**src/rtl/link_sprite_pkg.sv**
```systemverilog
// Shared types and constants for the Link sprite overlay stage.
package link_sprite_pkg;

  localparam int unsigned SCREEN_W  = 640;
  localparam int unsigned SCREEN_H  = 480;
  localparam int unsigned SPR_W_DEF = 16;
  localparam int unsigned COORD_W   = 10;
  localparam int unsigned COLOR_W   = 4;
  localparam int unsigned IDX_W     = 4;
  // {dir[1:0], anim_frame, row, col}
  localparam int unsigned ROM_AW    = 3 + 2 * $clog2(SPR_W_DEF);

  typedef enum logic [1:0] {
    DIR_DOWN  = 2'd0,
    DIR_UP    = 2'd1,
    DIR_LEFT  = 2'd2,
    DIR_RIGHT = 2'd3
  } dir_t;

  typedef struct packed {
    logic [COLOR_W-1:0] r;
    logic [COLOR_W-1:0] g;
    logic [COLOR_W-1:0] b;
  } rgb_t;

endpackage

```
**src/rtl/link_sprite_overlay_if.sv**
```systemverilog
// Pixel stream, sprite control and composited output of the overlay stage.
// Optional macro LINK_HIT_BLINK_EN adds the link_hurt control.
interface link_sprite_overlay_if;
  import link_sprite_pkg::*;

  logic [COORD_W-1:0] DrawX;
  logic [COORD_W-1:0] DrawY;
  logic               blank;
  logic               hs_in;
  logic               vs_in;
  logic [COLOR_W-1:0] bg_red;
  logic [COLOR_W-1:0] bg_green;
  logic [COLOR_W-1:0] bg_blue;
  logic [COORD_W-1:0] link_x;
  logic [COORD_W-1:0] link_y;
  logic [1:0]         link_dir;
  logic               link_moving;
`ifdef LINK_HIT_BLINK_EN
  logic               link_hurt;
`endif
  logic [COLOR_W-1:0] red;
  logic [COLOR_W-1:0] green;
  logic [COLOR_W-1:0] blue;
  logic               hs_out;
  logic               vs_out;

  modport master (
    output DrawX, DrawY, blank, hs_in, vs_in,
    output bg_red, bg_green, bg_blue,
    output link_x, link_y, link_dir, link_moving,
`ifdef LINK_HIT_BLINK_EN
    output link_hurt,
`endif
    input  red, green, blue, hs_out, vs_out
  );

  modport slave (
    input  DrawX, DrawY, blank, hs_in, vs_in,
    input  bg_red, bg_green, bg_blue,
    input  link_x, link_y, link_dir, link_moving,
`ifdef LINK_HIT_BLINK_EN
    input  link_hurt,
`endif
    output red, green, blue, hs_out, vs_out
  );

endinterface

```
**src/rtl/link_sprite_palette.sv**
```systemverilog
// Combinational 16-entry sprite palette.
module link_sprite_palette
  import link_sprite_pkg::*;
(
  input  logic [IDX_W-1:0] idx_i,
  output rgb_t             rgb_c
);

  // Index to colour.
  always_comb begin
    rgb_c.r = idx_i;
    rgb_c.g = ~idx_i;
    rgb_c.b = idx_i * 4'd3 + 4'd1;
  end

endmodule

```
**src/rtl/link_sprite_rom.sv**
```systemverilog
// Synchronous sprite index ROM; content is a procedural pose pattern.
module link_sprite_rom
  import link_sprite_pkg::*;
#(
  parameter int unsigned AW = ROM_AW
) (
  input  logic             clock,
  input  logic [AW-1:0]    address,
  output logic [IDX_W-1:0] q
);

  localparam int unsigned CW = (AW - 3) / 2;

  function automatic logic [IDX_W-1:0] rom_word(input logic [AW-1:0] a);
    logic [IDX_W-1:0] row;
    logic [IDX_W-1:0] col;
    logic [IDX_W-1:0] pose;
    row  = IDX_W'(a[2*CW-1 -: CW]);
    col  = IDX_W'(a[CW-1:0]);
    pose = IDX_W'({a[AW-1 -: 3], 1'b1});
    return row ^ col ^ pose;
  endfunction

  // Registered read, one cycle latency.
  always_ff @(posedge clock) begin
    q <= rom_word(address);
  end

endmodule

```
**src/rtl/link_sprite_overlay.sv**
```systemverilog
// Composites the Link sprite over the background stream, 3-cycle latency.
// Optional macro LINK_HIT_BLINK_EN: hurt blink (4 frames on / 4 off).
module link_sprite_overlay
  import link_sprite_pkg::*;
#(
  parameter int unsigned SPR_W       = SPR_W_DEF,
  parameter int unsigned SCALE_LOG2  = 1,
  parameter int unsigned ANIM_FRAMES = 8,
  parameter int unsigned TRANSP_IDX  = 0
) (
  input logic                  vga_clk,
  input logic                  reset,
  link_sprite_overlay_if.slave bus
);

  localparam int unsigned CW  = $clog2(SPR_W);
  localparam int unsigned AW  = 3 + 2 * CW;
  localparam int unsigned ACW = (ANIM_FRAMES > 1) ? $clog2(ANIM_FRAMES) : 1;
  localparam logic [COORD_W-1:0] SPAN = COORD_W'(SPR_W << SCALE_LOG2);

  logic               vs_prev_q;
  logic               vs_fall;
  logic [COORD_W-1:0] sx_q, sx_d, sy_q, sy_d;
  dir_t               dir_q, dir_d;
  logic [ACW-1:0]     anim_cnt_q, anim_cnt_d;
  logic               anim_frame_q, anim_frame_d;
`ifdef LINK_HIT_BLINK_EN
  logic               hurt_q, hurt_d;
  logic [2:0]         blink_q, blink_d;
`endif
  logic [COORD_W-1:0] dx_c, dy_c;
  logic               hit_c;
  logic [AW-1:0]      addr_c;
  logic [IDX_W-1:0]   rom_idx;
  logic               hit_d1_q, blank_d1_q, hs_d1_q, vs_d1_q;
  logic               opaque_d2_q, hit_d2_q, blank_d2_q, hs_d2_q, vs_d2_q;
  rgb_t               pal_c, pal_q, bg_c, rgb_d, rgb_q;
  logic               hs_q, vs_q;

  // A 1 must be seen before a 0 counts as an edge, so a low vs at release is ignored.
  assign vs_fall = vs_prev_q & ~bus.vs_in;

  // Per-frame shadow state and walk animation, updated on vs falling edge.
  always_comb begin
    sx_d         = sx_q;
    sy_d         = sy_q;
    dir_d        = dir_q;
    anim_cnt_d   = anim_cnt_q;
    anim_frame_d = anim_frame_q;
`ifdef LINK_HIT_BLINK_EN
    hurt_d       = hurt_q;
    blink_d      = blink_q;
`endif
    if (vs_fall) begin
      sx_d  = bus.link_x;
      sy_d  = bus.link_y;
      dir_d = dir_t'(bus.link_dir);
      if (!bus.link_moving) begin
        anim_cnt_d   = '0;
        anim_frame_d = 1'b0;
      end else if (anim_cnt_q == ACW'(ANIM_FRAMES - 1)) begin
        anim_cnt_d   = '0;
        anim_frame_d = ~anim_frame_q;
      end else begin
        anim_cnt_d = ACW'(anim_cnt_q + 1'b1);
      end
`ifdef LINK_HIT_BLINK_EN
      hurt_d  = bus.link_hurt;
      blink_d = 3'(blink_q + 1'b1);
`endif
    end
  end

  // Frame state registers.
  always_ff @(posedge vga_clk or posedge reset) begin
    if (reset) begin
      vs_prev_q    <= 1'b0;
      sx_q         <= '0;
      sy_q         <= '0;
      dir_q        <= DIR_DOWN;
      anim_cnt_q   <= '0;
      anim_frame_q <= 1'b0;
`ifdef LINK_HIT_BLINK_EN
      hurt_q       <= 1'b0;
      blink_q      <= '0;
`endif
    end else begin
      vs_prev_q    <= bus.vs_in;
      sx_q         <= sx_d;
      sy_q         <= sy_d;
      dir_q        <= dir_d;
      anim_cnt_q   <= anim_cnt_d;
      anim_frame_q <= anim_frame_d;
`ifdef LINK_HIT_BLINK_EN
      hurt_q       <= hurt_d;
      blink_q      <= blink_d;
`endif
    end
  end

  // Stage 0: box test and ROM address; unsigned wrap rejects pixels left/above.
  always_comb begin
    dx_c   = bus.DrawX - sx_q;
    dy_c   = bus.DrawY - sy_q;
    hit_c  = bus.blank && (dx_c < SPAN) && (dy_c < SPAN);
`ifdef LINK_HIT_BLINK_EN
    if (hurt_q && blink_q[2]) hit_c = 1'b0;
`endif
    addr_c = {dir_q, anim_frame_q, dy_c[SCALE_LOG2 +: CW], dx_c[SCALE_LOG2 +: CW]};
  end

  link_sprite_rom #(.AW(AW)) u_rom (
    .clock   (vga_clk),
    .address (addr_c),
    .q       (rom_idx)
  );

  link_sprite_palette u_pal (
    .idx_i (rom_idx),
    .rgb_c (pal_c)
  );

  // Stage 1: flags travelling alongside the ROM read.
  always_ff @(posedge vga_clk or posedge reset) begin
    if (reset) begin
      hit_d1_q   <= 1'b0;
      blank_d1_q <= 1'b0;
      hs_d1_q    <= 1'b1;
      vs_d1_q    <= 1'b1;
    end else begin
      hit_d1_q   <= hit_c;
      blank_d1_q <= bus.blank;
      hs_d1_q    <= bus.hs_in;
      vs_d1_q    <= bus.vs_in;
    end
  end

  // Stage 2: palette colour and flags, aligned with the background colour.
  always_ff @(posedge vga_clk or posedge reset) begin
    if (reset) begin
      pal_q       <= '0;
      opaque_d2_q <= 1'b0;
      hit_d2_q    <= 1'b0;
      blank_d2_q  <= 1'b0;
      hs_d2_q     <= 1'b1;
      vs_d2_q     <= 1'b1;
    end else begin
      pal_q       <= pal_c;
      opaque_d2_q <= (rom_idx != IDX_W'(TRANSP_IDX));
      hit_d2_q    <= hit_d1_q;
      blank_d2_q  <= blank_d1_q;
      hs_d2_q     <= hs_d1_q;
      vs_d2_q     <= vs_d1_q;
    end
  end

  assign bg_c = {bus.bg_red, bus.bg_green, bus.bg_blue};

  // Composite select: black outside active video, sprite over background.
  always_comb begin
    rgb_d = '0;
    if (blank_d2_q) rgb_d = (hit_d2_q && opaque_d2_q) ? pal_q : bg_c;
  end

  // Output register.
  always_ff @(posedge vga_clk or posedge reset) begin
    if (reset) begin
      rgb_q <= '0;
      hs_q  <= 1'b1;
      vs_q  <= 1'b1;
    end else begin
      rgb_q <= rgb_d;
      hs_q  <= hs_d2_q;
      vs_q  <= vs_d2_q;
    end
  end

  assign bus.red    = rgb_q.r;
  assign bus.green  = rgb_q.g;
  assign bus.blue   = rgb_q.b;
  assign bus.hs_out = hs_q;
  assign bus.vs_out = vs_q;

endmodule

```
**src/flat_wrapper.sv**
```systemverilog
// flat-port wrapper written by rule: the top's interface ports become plain ports
module link_sprite_overlay_flat import link_sprite_pkg::*;
#(
  parameter int unsigned SPR_W       = SPR_W_DEF,
  parameter int unsigned SCALE_LOG2  = 1,
  parameter int unsigned ANIM_FRAMES = 8,
  parameter int unsigned TRANSP_IDX  = 0
)
  (vga_clk, reset, bus_DrawX, bus_DrawY, bus_blank, bus_hs_in, bus_vs_in, bus_bg_red, bus_bg_green, bus_bg_blue, bus_link_x, bus_link_y, bus_link_dir, bus_link_moving, bus_red, bus_green, bus_blue, bus_hs_out, bus_vs_out);
  link_sprite_overlay_if bus_i ();
  input logic vga_clk;
  input logic reset;
  input wire logic [$bits(bus_i.DrawX)-1:0] bus_DrawX;
  input wire logic [$bits(bus_i.DrawY)-1:0] bus_DrawY;
  input wire logic [$bits(bus_i.blank)-1:0] bus_blank;
  input wire logic [$bits(bus_i.hs_in)-1:0] bus_hs_in;
  input wire logic [$bits(bus_i.vs_in)-1:0] bus_vs_in;
  input wire logic [$bits(bus_i.bg_red)-1:0] bus_bg_red;
  input wire logic [$bits(bus_i.bg_green)-1:0] bus_bg_green;
  input wire logic [$bits(bus_i.bg_blue)-1:0] bus_bg_blue;
  input wire logic [$bits(bus_i.link_x)-1:0] bus_link_x;
  input wire logic [$bits(bus_i.link_y)-1:0] bus_link_y;
  input wire logic [$bits(bus_i.link_dir)-1:0] bus_link_dir;
  input wire logic [$bits(bus_i.link_moving)-1:0] bus_link_moving;
  output wire logic [$bits(bus_i.red)-1:0] bus_red;
  output wire logic [$bits(bus_i.green)-1:0] bus_green;
  output wire logic [$bits(bus_i.blue)-1:0] bus_blue;
  output wire logic [$bits(bus_i.hs_out)-1:0] bus_hs_out;
  output wire logic [$bits(bus_i.vs_out)-1:0] bus_vs_out;
  assign bus_i.DrawX = bus_DrawX;
  assign bus_i.DrawY = bus_DrawY;
  assign bus_i.blank = bus_blank;
  assign bus_i.hs_in = bus_hs_in;
  assign bus_i.vs_in = bus_vs_in;
  assign bus_i.bg_red = bus_bg_red;
  assign bus_i.bg_green = bus_bg_green;
  assign bus_i.bg_blue = bus_bg_blue;
  assign bus_i.link_x = bus_link_x;
  assign bus_i.link_y = bus_link_y;
  assign bus_i.link_dir = bus_link_dir;
  assign bus_i.link_moving = bus_link_moving;
  assign bus_red = bus_i.red;
  assign bus_green = bus_i.green;
  assign bus_blue = bus_i.blue;
  assign bus_hs_out = bus_i.hs_out;
  assign bus_vs_out = bus_i.vs_out;
  link_sprite_overlay #(.SPR_W(SPR_W), .SCALE_LOG2(SCALE_LOG2), .ANIM_FRAMES(ANIM_FRAMES), .TRANSP_IDX(TRANSP_IDX)) u_core (.vga_clk(vga_clk), .reset(reset), .bus(bus_i));
endmodule
```
**config.mk**
```make
export PLATFORM = sky130hd
export DESIGN_NAME = link_sprite_overlay_flat
export DESIGN_NICKNAME = d
export VERILOG_FILES = /design/src/rtl/link_sprite_pkg.sv /design/src/rtl/link_sprite_overlay_if.sv /design/src/rtl/link_sprite_palette.sv /design/src/rtl/link_sprite_rom.sv /design/src/rtl/link_sprite_overlay.sv /design/src/flat_wrapper.sv
export SDC_FILE = /design/constraint.sdc
export NUM_CORES = 1
export LEC_CHECK = 0
export ABC_AREA = 1
export BUFFER_PORTS_ARGS = -buffer_cell sky130_fd_sc_hd__buf_2
export CAP_MARGIN = 20
export CORE_ASPECT_RATIO = 1.2
export CORE_UTILIZATION = 34
export DETAILED_ROUTE_END_ITERATION = 6
export HOLD_SLACK_MARGIN = 0.15
export SETUP_SLACK_MARGIN = 0.15
export SYNTH_ARGS = -nofsm -noshare
export SYNTH_HDL_FRONTEND = slang
export SYNTH_SLANG_ARGS = --single-unit
```
**constraint.sdc**
```tcl
create_clock -name vga_clk -period 5.9 [get_ports vga_clk]
set_clock_uncertainty 0.1 [all_clocks]
set_input_delay 0.885 -clock vga_clk [delete_from_list [all_inputs] [get_ports vga_clk]]
set_output_delay 0.885 -clock vga_clk [all_outputs]
set_load 0.01 [all_outputs]
```
Word level (Yosys, flattened, before mapping)
Index checks and enable logic that the tools add are counted.
Word-level totals
  flip-flop bits (word level): 66
  bits of input ports: 60
  output and inout bits: 14
  logic and storage cells: 50
Operators by class
  add/sub/neg operators: 4
  multipliers: 1
  magnitude comparators: 2
  eq/ne operators: 2
  multiplexer cells: 6
  bitwise operators: 6
  reduce and logical (&&, ||, !) cells: 5
Operator list (count)
  $mux W12: 2
  $lt A10 B6 Y1 const B: 2
  $sub A10 B10 Y10: 2
  $xor A4 B4 Y4: 2
  $mux W3: 2
  $add A4 B1 Y4 const B: 1
  $mul A4 B2 Y4 const B: 1
  $not A4 Y4: 1
  $reduce_bool A4 Y1: 1
  $add A3 B1 Y3 const B: 1
  $eq A3 B3 Y1 const B: 1
  $logic_and A1 B1 Y1: 3
  $mux W1: 2
  $ne A2 B1 Y1 const B: 1
  $not A1 Y1: 2
  $reduce_and A2 Y1: 1
  $and A1 B1 Y1: 1

Depth between registers and ports, before layout
  word-level depth: 4
  mapped depth: 16
  gate-level depth less buffers: 16

Hierarchy
A second synthesis with hierarchy kept.
Second synthesis, totals
  cell total of the unflattened synthesis: 436
  area total of the unflattened synthesis: 3473.3 sq um
By module, submodules not included
  link_sprite_overlay: times used 1, cells an instance 383, area each 3149.3 sq um
  link_sprite_rom: times used 1, cells an instance 32, area each 193.9 sq um
  link_sprite_palette: times used 1, cells an instance 21, area each 130.1 sq um

Least setup slack after synthesis
No wires, ideal clock.
  kind: in2reg
  from: input port bus_DrawX[0]
  to: register u_core.hit_d1_q
  arrival: 2.075 ns
  required time: 5.731 ns
  slack: 3.656 ns
  cell stages on the path: 15
  cells stage by stage: inv_1 -> nand2_1 -> inv_1 -> fa_1 -> inv_1 -> nand3_1 -> nand2_2 -> nand2_2 -> nand3_1 -> nand2_1 -> clkinv_1 -> nand2_2 -> nor2_2 -> nand2_1 -> nor2_2
Between the ends
  longest elaborated chain between the ends: 4
Ends and longest elaborated chain
  start: declaration: RTL line flat_wrapper.sv:13  | input wire logic [$bits(bus_i.DrawX)-1:0] bus_DrawX;
  $sub A10 B10 Y10: RTL line link_sprite_overlay.sv:103  | dx_c = bus.DrawX - sx_q;
  $lt A10 B6 Y1: RTL line link_sprite_overlay.sv:105  | hit_c = bus.blank && (dx_c < SPAN) && (dy_c < SPAN);
  $logic_and A1 B1 Y1 (2 in series): RTL line link_sprite_overlay.sv:105
  via u_core.hit_c: RTL line link_sprite_overlay.sv:32  | logic hit_c;
  end signal: assignment: RTL line link_sprite_overlay.sv:131  | hit_d1_q <= hit_c;
  end: declaration: RTL line link_sprite_overlay.sv:35  | logic hit_d1_q, blank_d1_q, hs_d1_q, vs_d1_q;
The timed path passes the listed nets, and every way through them passes these cells.
A chain may end at the register's enable or synchronous reset.

Worst setup path after layout
Ends and elaborated chain as after synthesis.

==> results.md <==
- Data required time of the critical path: ~6000 ps
- Max_slew headroom: 49.7%
- # IOs: between 70 and 80
- Delay-heaviest family, CP: simple AND/OR/NAND/NOR gates
- Avg WL per Cell: about 11 microns
- CP Depth: 16
- DP HPWL: 4.89 mm
- Unrepaired setup endpoints after global routing: no
- Fillcell total: between 900 and 1,000
- First-pass GRT wire length: between 10 and 15 mm
- Max Slew Vio Count: 0
- CTS-repair resized insts: 0
- Antenna violations before repair: 0
- Commonest non-fill, non-tap cell in the layout: nand2_1
- Reg2Reg Launch Point: u_core.sx_q[0]$_DFFE_PP0P_
- Largest net degree at the start of global routing: 62
- Leakage: about 2.2 nW
- Syn avg cell area: 8.55 sq um
- Synth Cell Area: 3320 sq um
- CTS root buffer: clkbuf_16
- Crit end category: flip-flop
- Core area: roughly 9500 sq um
- EDFF count, synth: 0
- Slowest cell on the critical path: fa_1
- Post-route DRC violation count: 0
- Worst Setup SP: bus_DrawX[0]
- Power Dens Cells: between 300 and 400 nW/um^2
- Vias in the first global route: roughly 2,600
- Clock net sink count: 65
- CP max stage delay: approximately 400 ps
- Commonest non-fill, non-tap cells in the layout: 102 x nand2_1, 73 x buf_2, 55 x inv_1, 55 x dfrtp_1, 32 x nor2_1
- Register area: between 1500 and 2000 sq um
- Actual slew at the worst max-slew pin: 754 ps
- Net Count, Synth: about 470
- Endpoints failing hold: 0
- Hold WC Path Type: flip-flop to flip-flop
- FMAX: about 0.47 GHz
- Library cells used by synthesis: 29
- Multi-input combinational cell area: 1450 sq um
- Die area: 10,200 sq um
- Synth Register Bits: 65
- Gpl congestion: 0.801
- Clock-pin slew on the worst setup and hold paths: approximately 60 ps
- Share of layout cells above drive strength 1: between 20% and 30%
- Period minus WS final: 2120 ps
- CP Launch Type: input pin
- DR vias/cell: between 4 and 5
- Ant diodes: 0
- CTS tree: done
- Drt initial violations: 51
- Fin crit share: a little over a third
- Final ANT Viol Nets: 0
- Syn. warnings: 0
- Via count: roughly 2,600
- Die height: roughly 110 microns
- Worst r2r dst: u_core.hit_d1_q$_DFF_PP0_
- Reg2Reg Depth: 14
- GRT Resource Usage Total: between 10 and 15%
- Final Setup Violations: 0
- Maximum VDD drop: 0.163 mV
- Critical path arrival: 2290 ps
- H-tree depth: 3
- Initial Util: approximately a third
- Area Growth Syn to Fin: 25.1%
- R2R setup slack: approximately 4000 ps
- Max Root-Sink Buffers: 2
- Max_cap viols: 0
- Status: finished clean
- Buffers on Ports: 73
- DRT Pass-1 Iters: 7
- Routed Wire Length: 6.37 mm
- Worst-Skew Late Latency: ~330 ps
- Buf/Inv on CP: 5
- Total negative setup slack: 0 ps
- CTS Buf Count: 9
- Nets@finish: between 500 and 600
- Site row count: 39
- Kind of critical path: input pin to flip-flop
- Die width: 92.2 microns
- Crit-path max FO: 3
- Most used DFF post-synth: dfrtp_1
- FFs w/ async S/R, synth: approximately 94%
- Gr ovfl total: 0
- Hold Buf Count CTS: 0
- Total power: between 0.001 and 0.0015 W
- Postcts setup bufs: 0
- CP Capture Point: u_core.hit_d1_q$_DFF_PP0_
- Post-synthesis cell count: 388
- Register area share after synthesis: 48.7%
- CP cell instances: buf_2 -> inv_1 -> nand2_1 -> inv_1 -> fa_1 -> inv_1 -> nand3_1 -> nand2_2 -> nand2_2 -> nand3_1 -> nand2_1 -> clkinv_1 -> nand2_2 -> nor2_2 -> nand2_1 -> nor2_2
final cells by class:
class | instances | share of cell area, %
clock buffer | 9 | 5.43
clock inverter | 7 | 2.38
inverter | 61 | 5.55
multi-input combinational | 255 | 34.8
sequential | 65 | 38.9
tap | 123 | 3.71
timing repair buffer | 75 | 9.17
worst min path at each step:
stage                                start  slack (ps)                          end  cells past startpoint
2_1_floorplan  u_core.blank_d1_q$_DFF_PP0_         230  u_core.blank_d2_q$_DFF_PP0_                      0
3_3_place_gp   u_core.blank_d1_q$_DFF_PP0_         240  u_core.blank_d2_q$_DFF_PP0_                      0
3_5_place_dp     u_core.u_rom.q[1]$_DFF_P_         240    u_core.pal_q[9]$_DFF_PP0_                      0
4_1_cts          u_core.u_rom.q[1]$_DFF_P_         250    u_core.pal_q[9]$_DFF_PP0_                      0
5_1_grt           u_core.vs_d1_q$_DFF_PP1_         260     u_core.vs_d2_q$_DFF_PP1_                      0
6_report         u_core.u_rom.q[1]$_DFF_P_         250    u_core.pal_q[9]$_DFF_PP0_                      0
routing by layer:
| layer | track usage, % | vias up | routed length (microns) | part of all wire, % |
|---|---|---|---|---|
| li1 | - | 1356 | - | - |
| met1 | 15.3 | 1134 | 2760 | 43 |
| met2 | 25.5 | 71 | 3170 | 50 |
| met3 | 4.53 | 14 | 286 | 4.5 |
| met4 | 8.04 | 0 | 155 | 2.4 |
| met5 | 0 | - | 0 | 0 |
flip-flops by register name, summed over array words and instances, names as in the netlist, 2 cells and up:
| register | flops |
|---|---|
| u_core.bus.red | 4 |
| u_core.sy_q | 10 |
| u_core.u_rom.q | 4 |
| u_core.anim_cnt_q | 3 |
| u_core.bus.green | 4 |
| u_core.dir_q | 2 |
| u_core.sx_q | 10 |
| u_core.bus.blue | 4 |
| u_core.pal_q | 11 |
per-stage QoR:
stage | cells | util [%] | hold WS (ps) | setup WS, ps | instance area [sq um]
floorplan | 388 | - | 231 | 3410 | 3320
global placement | 579 | 40.2 | 237 | 3480 | 3820
detailed placement | 579 | 40.2 | 238 | 3450 | 3820
CTS | 595 | 43.6 | 246 | 3790 | 4150
global route | 595 | 43.6 | 256 | 3600 | 4150
finish | 595 | 43.6 | 246 | 3780 | 4150
Yosys cell counts, types with 6 or more instances:
cell	count	area share, %
dfrtp_1	55	42
o21ai_0	29	4.4
dfstp_2	6	4.8
nand3_1	15	2.3
nor2_1	33	3.7
nand2_1	102	12
xnor2_1	9	2.4
inv_1	56	6.3
nand2_2	9	1.7
ha_1	20	7.5
a21oi_1	7	1.1
xor2_1	8	2.1
cells by family (layout without fill, tap and decap cells):
| logic type | Yosys count | after routing | synth area share (%) |
|---|---|---|---|
| AOI/OAI and AO/OA | 42 | 42 | 7.02 |
| xor gates and xnor gates | 18 | 18 | 4.98 |
| adders and majority gates | 23 | 23 | 9.36 |
| buffers and inverters | 68 | 152 | 7.81 |
| DFF | 65 | 65 | 48.7 |
| and+or+nand+nor | 172 | 172 | 22.2 |
where the power goes:
part	switching (W)	leakage (nW)	internal (W)
combinational	0.000201	1.30	0.000145
clock	0.000203	0.157	0.000373
sequential	0.0000280	0.775	0.000536
total	0.000433	2.23	0.00105
No activity file was read; power rests on OpenSTA's default activity.
